## src/rtl/mcs4_fetch_seq.sv

```systemverilog
// -----------------------------------------------------------------------------
// mcs4_fetch_seq
//
// Purpose:
//   MCS-4 style instruction fetch sequencer. Walks the eight-phase machine
//   cycle A1 A2 A3 M1 M2 X1 X2 X3. It drives the 12-bit program counter onto
//   the 4-bit bus during A1..A3 and captures the instruction nibbles during
//   M1/M2. It strobes instr_valid in X1 and raises sync in X3. The PC advances
//   (or jumps) on the X3->A1 transition. Two-word instructions are tracked so
//   that their second byte is flagged and not decoded again.
//
// Parameters:
//   RESET_PC       program counter value loaded on reset
//
// Ports:
//   clk            single clock, all state updates on rising edge
//   rst_n          synchronous active-low reset
//   en             advance enable; phase and all state hold when low
//   data_in[3:0]   ROM data-bus nibble
//   pc_load_valid  jump request, honoured only in X3 with en=1
//   pc_load_addr   jump target
//   data_out[3:0]  address nibble driven to the bus (A1..A3), else 0
//   data_oe        bus drive enable (A1..A3)
//   sync           high during X3
//   cyc[2:0]       current phase, A1=0 .. X3=7
//   pc[11:0]       address of the instruction byte being fetched
//   instr[7:0]     captured byte {opr, opa}
//   instr_valid    one-clock strobe in X1 (with en=1): instr is complete
//   second_word    current fetch is the second byte of a two-word instruction
//   instr_count    (only with MCS4_FETCH_ICOUNT_EN) saturating count of
//                  instruction-start strobes (instr_valid with second_word=0)
//
// Build option:
//   `define MCS4_FETCH_ICOUNT_EN to add the instr_count output and its counter.
// -----------------------------------------------------------------------------
module mcs4_fetch_seq #(
  parameter logic [11:0] RESET_PC = 12'h000
) (
  input  logic        clk,
  input  logic        rst_n,
  input  logic        en,
  input  logic [3:0]  data_in,
  input  logic        pc_load_valid,
  input  logic [11:0] pc_load_addr,
  output logic [3:0]  data_out,
  output logic        data_oe,
  output logic        sync,
  output logic [2:0]  cyc,
  output logic [11:0] pc,
  output logic [7:0]  instr,
  output logic        instr_valid,
  output logic        second_word
`ifdef MCS4_FETCH_ICOUNT_EN
  ,
  output logic [15:0] instr_count
`endif
);

  typedef enum logic [2:0] {
    CYC_A1 = 3'd0,
    CYC_A2 = 3'd1,
    CYC_A3 = 3'd2,
    CYC_M1 = 3'd3,
    CYC_M2 = 3'd4,
    CYC_X1 = 3'd5,
    CYC_X2 = 3'd6,
    CYC_X3 = 3'd7
  } cyc_e;

  // OPR codes of instructions that occupy two bytes. FIM and SRC share an
  // OPR and are told apart by opa[0] (FIM when 0).
  localparam logic [3:0] OPR_JCN     = 4'h1;
  localparam logic [3:0] OPR_FIM_SRC = 4'h2;
  localparam logic [3:0] OPR_JUN     = 4'h4;
  localparam logic [3:0] OPR_JMS     = 4'h5;
  localparam logic [3:0] OPR_ISZ     = 4'h7;

  cyc_e        cyc_q, cyc_d;
  logic [11:0] pc_q, pc_d;
  logic [7:0]  instr_q, instr_d;
  logic        second_word_q, second_word_d;
  logic        two_word;

  // Classification of the byte captured during this machine cycle.
  always_comb begin
    two_word = 1'b0;
    unique case (instr_q[7:4])
      OPR_JCN, OPR_JUN, OPR_JMS, OPR_ISZ: two_word = 1'b1;
      OPR_FIM_SRC:                        two_word = ~instr_q[0];
      default:                            two_word = 1'b0;
    endcase
  end

  always_comb begin
    cyc_d         = cyc_q;
    pc_d          = pc_q;
    instr_d       = instr_q;
    second_word_d = second_word_q;
    if (en) begin
      // X3 wraps naturally to A1 in 3-bit arithmetic.
      cyc_d = cyc_e'(cyc_q + 3'd1);
      unique case (cyc_q)
        CYC_M1: instr_d = {data_in, instr_q[3:0]};
        CYC_M2: instr_d = {instr_q[7:4], data_in};
        CYC_X3: begin
          pc_d = pc_load_valid ? pc_load_addr : pc_q + 12'd1;
          // A second byte is never decoded, so a jump target whose bytes
          // look like another two-word opcode cannot chain. A jump taken at
          // the first word's X3 still fetches the second byte (from the
          // target), so the flag ignores pc_load_valid.
          second_word_d = ~second_word_q & two_word;
        end
        default: ;
      endcase
    end
  end

  always_ff @(posedge clk) begin
    if (!rst_n) begin
      cyc_q         <= CYC_A1;
      pc_q          <= RESET_PC;
      instr_q       <= 8'h00;
      second_word_q <= 1'b0;
    end else begin
      cyc_q         <= cyc_d;
      pc_q          <= pc_d;
      instr_q       <= instr_d;
      second_word_q <= second_word_d;
    end
  end

  // Bus-facing outputs are decoded from the registered phase and gated by
  // rst_n so that nothing is driven while reset is held.
  always_comb begin
    data_out = 4'h0;
    if (rst_n) begin
      unique case (cyc_q)
        CYC_A1:  data_out = pc_q[3:0];
        CYC_A2:  data_out = pc_q[7:4];
        CYC_A3:  data_out = pc_q[11:8];
        default: data_out = 4'h0;
      endcase
    end
  end

  assign data_oe     = rst_n & ((cyc_q == CYC_A1) | (cyc_q == CYC_A2) | (cyc_q == CYC_A3));
  assign sync        = rst_n & (cyc_q == CYC_X3);
  assign instr_valid = rst_n & en & (cyc_q == CYC_X1);

  assign cyc         = cyc_q;
  assign pc          = pc_q;
  assign instr       = instr_q;
  assign second_word = second_word_q;

`ifdef MCS4_FETCH_ICOUNT_EN
  logic [15:0] icount_q, icount_d;

  // Counts instruction starts only: the second byte of a pair is not counted.
  always_comb begin
    icount_d = icount_q;
    if (instr_valid && !second_word_q && (icount_q != 16'hFFFF)) begin
      icount_d = icount_q + 16'd1;
    end
  end

  always_ff @(posedge clk) begin
    if (!rst_n) begin
      icount_q <= 16'h0000;
    end else begin
      icount_q <= icount_d;
    end
  end

  assign instr_count = icount_q;
`endif

endmodule
```

## config.mk

```make
export PLATFORM = sky130hd
export DESIGN_NAME = mcs4_fetch_seq
export DESIGN_NICKNAME = d
export VERILOG_FILES = /design/src/rtl/mcs4_fetch_seq.sv
export SDC_FILE = /design/constraint.sdc
export NUM_CORES = 1
export LEC_CHECK = 0
export ABC_AREA = 1
export CORE_MARGIN = 1
export CORE_UTILIZATION = 46
export CTS_CLUSTER_SIZE = 16
export DETAILED_ROUTE_END_ITERATION = 12
export PLACE_DENSITY = 0.77
export RECOVER_POWER = 25
export SYNTH_ARGS = -nofsm -noshare
export SYNTH_HDL_FRONTEND = slang
export SYNTH_SLANG_ARGS = --single-unit
export TNS_END_PERCENT = 50
```

## constraint.sdc

```tcl
create_clock -name clk -period 1.7 [get_ports clk]
set_clock_uncertainty 0.2 [all_clocks]
set_input_delay 0.34 -clock clk [delete_from_list [all_inputs] [get_ports clk]]
set_output_delay 0.34 -clock clk [all_outputs]
set_load 0.1 [all_outputs]
```

# == After elaboration in Yosys (flattened, before gate mapping) ==
# Cells that the tools add are included.
# word_totals
out_inout_bits,31
in_bits,20
elab_cells,39
ff_bits,24
# op_classes
bitwise,11
eq_ne,11
reduce_logical,5
n_addsub,2
n_mux,5
# ops
operator,count
$pmux W8 S2,1
$add A12 B1 Y12 const B,1
$eq A4 B3 Y1 const B,3
$mux W12,1
$pmux W4 S3,1
$eq A3 B3 Y1 const B,3
$eq A3 B2 Y1 const B,2
$reduce_and A3 Y1,2
$and A1 B1 Y1,5
$eq A4 B1 Y1 const B,1
$eq A4 B2 Y1 const B,1
$mux W4,1
$not A1 Y1,4
$reduce_or A4 Y1,1
$add A3 B1 Y3 const B,1
$eq A3 B1 Y1 const B,1
$logic_not A3 Y1,1
$or A1 B1 Y1,2
$pmux W1 S2,1
$reduce_and A2 Y1,1

# == Longest topological paths before layout ==
# depth
depth_word,4
depth_mapped,8
ltp_nobuf,8

# == Least setup slack after synthesis ==
# OpenSTA, ideal clock, no wires.
# synth_timing
kind,flip-flop to output port
from,register cyc_q[2] (netlist: cyc[2])
to,output instr_valid
stages_incl_launch_ff,3
n_path_buf,0
t_arrival_ns,4.141
required_time_ns,1.160
setup_slack_ns,-2.981
cell_sequence,dfxtp_1 -> inv_1 -> nor4_1
# synth_via
elab_chain_cells,2
# synth_rtl
element,line,rtl
start: declaration,78,"cyc_e cyc_q, cyc_d;"
start signal: assignment,125,cyc_q <= cyc_d;
$eq A3 B3 Y1,148,assign instr_valid = rst_n & en & (cyc_q == CYC_X1);
$and A1 B1 Y1,148,
end: declaration,51,"output logic instr_valid,"
# Every way passes these cells.

# == Final worst setup path ==
# layout_timing
from,register cyc_q[1] (netlist: cyc[1])
to,output data_out[3]
# layout_via
elab_chain_cells,3
elab_cells_between_ends,5
# layout_rtl
element,line,rtl
$eq A3 B2 Y1 (tied with other cells),137,unique case (cyc_q)
$pmux W4 S3 *,137,
$mux W4 *,136,if (rst_n) begin
end: declaration,45,"output logic [3:0] data_out,"
# Mark *: on every way between the ends. The rest lies on a longest branch, timed or not.

==> results.yml <==
drt:
  dr_total_vias: 2522
  met2_length_um: 4280
  met1Wirelength_um: 3110
  post_drt_wl_per_cell_um: 27.8
  top_layer_used: "met4"
  dr_wl_met3_um: 1410
  drt_iter0_markers: 696
  ant_nets: 0
  dr.pass1.iters: 13
  via_per_inst: 6.95
  route.detailed.drc: 6
  wirelength_um: 10100
setup_path:
  crit_required_ns: 1.16
  r2r_start: "cyc[1]"
  rr_endpoint: "pc[5]"
  reg2reg_slack_ns: -0.27
  cp.arrival_ns: 1.89
  startpoint_type: "flip-flop"
  reg2reg_depth: 8
  end_kind: "primary output"
  cpPeakStageDelay_ns: 0.41
  crit_end: "data_out[3]"
  crit_path_start: "cyc[1]"
  cp_max_fo: 4
  cp_cell_sequence: "inv_4 -> ha_4 -> inv_2 -> nor2_4 -> nand2_1 -> nand3_2 -> nand2_2 -> clkinvlp_4 -> buf_12"
  critical_path_class: "flip-flop to primary output"
  slowest_stage: "dfxtp_4"
sta:
  layout_min_cycle_time_ns: 2.43
  slew-limit-headroom_pct: 74.7
  fin_ws_ns: -0.730
  worst_slew_pin_slew_ns: 0.376
  max_freq_ghz: 0.412
  finalMaxSlewViolations: 0
  rsz0062_at_grt: "yes"
  tns_ns: -7.36
  setup_violations: 29
  fin_crit_sh_pct: 143
  finalHoldViolations: 0
  holdWs_ns: 0.391
floorplanning:
  ios: 51
  die_y_um: 59.8
  dieArea_mm2: 0.00358
  core-area_mm2: 0.00310
  initial_utilization_pct: 49.5
  num_rows: 20
  die_x_um: 59.8
final_layout:
  instances_no_fill: 363
  fin_area_mm2: 0.00304
  layout.nets: 347
  flow.area_growth_from_synthesis_pct: 97.6
  drive_gt1_share_pct: 49.5
  fill_cells: 43
  n_antenna_cell: 0
logic_synthesis:
  synthFlopType: "dfxtp_1"
  ys_ff_latch: 24
  seq_area_frac_synth_pct: 31.3
  syn-cell-area_mm2: 0.00154
  synthCells: 231
  ys_types: 30
  synth-simple-area-share_pct: 36.3
  synth_edf_count: 0
  synthAdderAreaFrac_pct: 5.70
  async_flop_share_pct: 0
  synth_xor_area_share_pct: 0
  synth-compound-area-share_pct: 16.9
  synth_top_family_by_area: "simple AND/OR/NAND/NOR gates"
  synthMuxAreaShare_pct: 0
  avgSynthCellArea_um2: 6.65
  synth_nets: 258
  synth_warnings: 0
global_routing:
  antenna_found_initial: 0
  grt_pass1_wl_um: 11200
  grt_util_all_layers_pct: 43.7
  grt_max_degree: 15
  grt_pass1_vias: 2112
  globalRouteOverflowTotal: 0
hold_path:
  hp-class: "flip-flop to flip-flop"
  hold_depth: 2
power_and_ir_drop:
  power_density_mw_per_mm2: 516
  p_leak_nw: 1.24
  vdd_ir_drop_max_mv: 0.540
outcome:
  outcome: "finished with violations"
  violations: "DRC, setup timing"
placement:
  port_buffers: 50
  gp_congestion: 0.884
  hpwl_um: 3760
  dp.cells: 352
  dpl_cell_area_mm2: 0.00271
flow_run:
  drv_cap: 0
clock_tree:
  cts_tree: "built"
  ctsHtreeMaxLevel: 1
  cts-root-buf: "clkbuf_4"
  cts_buffers: 3
  numClockSinks: 24
  cts_hold_buffers: 0
  clock_path_buffers: 2
  clk_pin_slew_ns: 0.16
  insertion_delay_ns: 0.36
per-layer routing:
metal  up-vias  GRT usage, %
li1        921             -
met1      1115          47.9
met2       321          75.4
met3       165          9.96
met4         0          27.6
met5         -             0
critical path: cells and delay by family (launching register included):
kind	cells	cell delay, ns
fa+ha+maj	1	0.14
flops	1	0.41
buf+inv	4	0.41
simple gates	4	0.56
where the power goes:
| part | internal [mW] | total (mW) | switching (mW) | leakage [nW] |
|---|---|---|---|---|
| clock | 0.239 | 0.453 | 0.214 | 0.0279 |
| sequential | 0.573 | 0.600 | 0.0277 | 0.202 |
| combinational | 0.208 | 0.515 | 0.307 | 1.01 |
state kept, by name (all words and copies together) (netlist names):
signal       count
cyc              3
second_word      1
instr            8
pc              12
cells in the final DEF, fill, tap and decap left out, types with 6 or more instances in the layout:
master	instances
nand3_1	9
inv_2	6
o21ai_1	12
ha_4	6
inv_1	14
clkdlybuf4s50_1	19
dfxtp_1	11
nor2_1	31
nand2_1	41
nand2_2	11
dfxtp_2	8
buf_12	31
a21oi_1	12
buf_4	36
cell type report:
type / instances / area, um2 / share of cell area [%]
clock buffer: 3 / 22.5 / 0.742
clock inverter: 1 / 30.0 / 0.989
inverter: 30 / 144 / 4.74
multi-input combinational: 171 / 1150 / 37.9
sequential: 24 / 509 / 16.8
tap: 44 / 55.1 / 1.81
timing repair buffer: 90 / 1130 / 37.1
timing repair:
item,4_1_cts,5_1_grt
resized for setup,39,23
endpoints found under the hold margin,0,0
cloned,0,0
endpoints found under the setup margin,27,30
buffers inserted,3,4
pin swaps,13,5
logic make-up after synthesis:
family | count (synthesis)
AND/OR/NAND/NOR | 121
flip-flops | 24
AO/OA/AOI/OAI | 43
buffers and inverters | 36
adder cells (fa/ha/maj) | 7
synth_stat cells (2+ instances only):
| cell type | instances | area (um2) |
|---|---|---|
| nor2_4 | 2 | 22.5 |
| inv_1 | 25 | 93.8 |
| inv_2 | 4 | 15.0 |
| nand2_4 | 2 | 22.5 |
| nand2_1 | 51 | 191 |
| a21oi_1 | 13 | 65.1 |
| buf_2 | 2 | 10.0 |
| nand4_1 | 3 | 18.8 |
| nand3b_1 | 2 | 15.0 |
| o21ai_1 | 13 | 65.1 |
| ha_1 | 7 | 87.6 |
| dfxtp_1 | 24 | 480 |
| nand3_1 | 14 | 70.1 |
| nand2_2 | 2 | 12.5 |
| o21ai_0 | 7 | 35.0 |
| a21oi_2 | 4 | 35.0 |
| nor2_1 | 39 | 146 |
| clkbuf_1 | 2 | 7.51 |
| nor3_1 | 2 | 10.0 |
| a211oi_1 | 3 | 22.5 |
through the flow:
stage	setup slack (ns)	util (%)	total power, mW
6_report	-0.730	97.9	1.57
5_1_grt	-0.775	97.9	1.59
4_1_cts	-0.465	94.2	1.48
3_5_place_dp	-0.240	87.2	1.01
3_3_place_gp	-0.246	87.2	1.00
2_1_floorplan	-0.688	-	0.816
worst min path at each step:
stage	startpoint	to
after floorplan	en	cyc[2]
after global placement	instr[7]	instr[7]
after detailed placement	instr[7]	instr[7]
after CTS	instr[7]	instr[7]
after global routing	instr[7]	instr[7]
final	instr[7]	instr[7]
(Power assumes the default switching activity.)
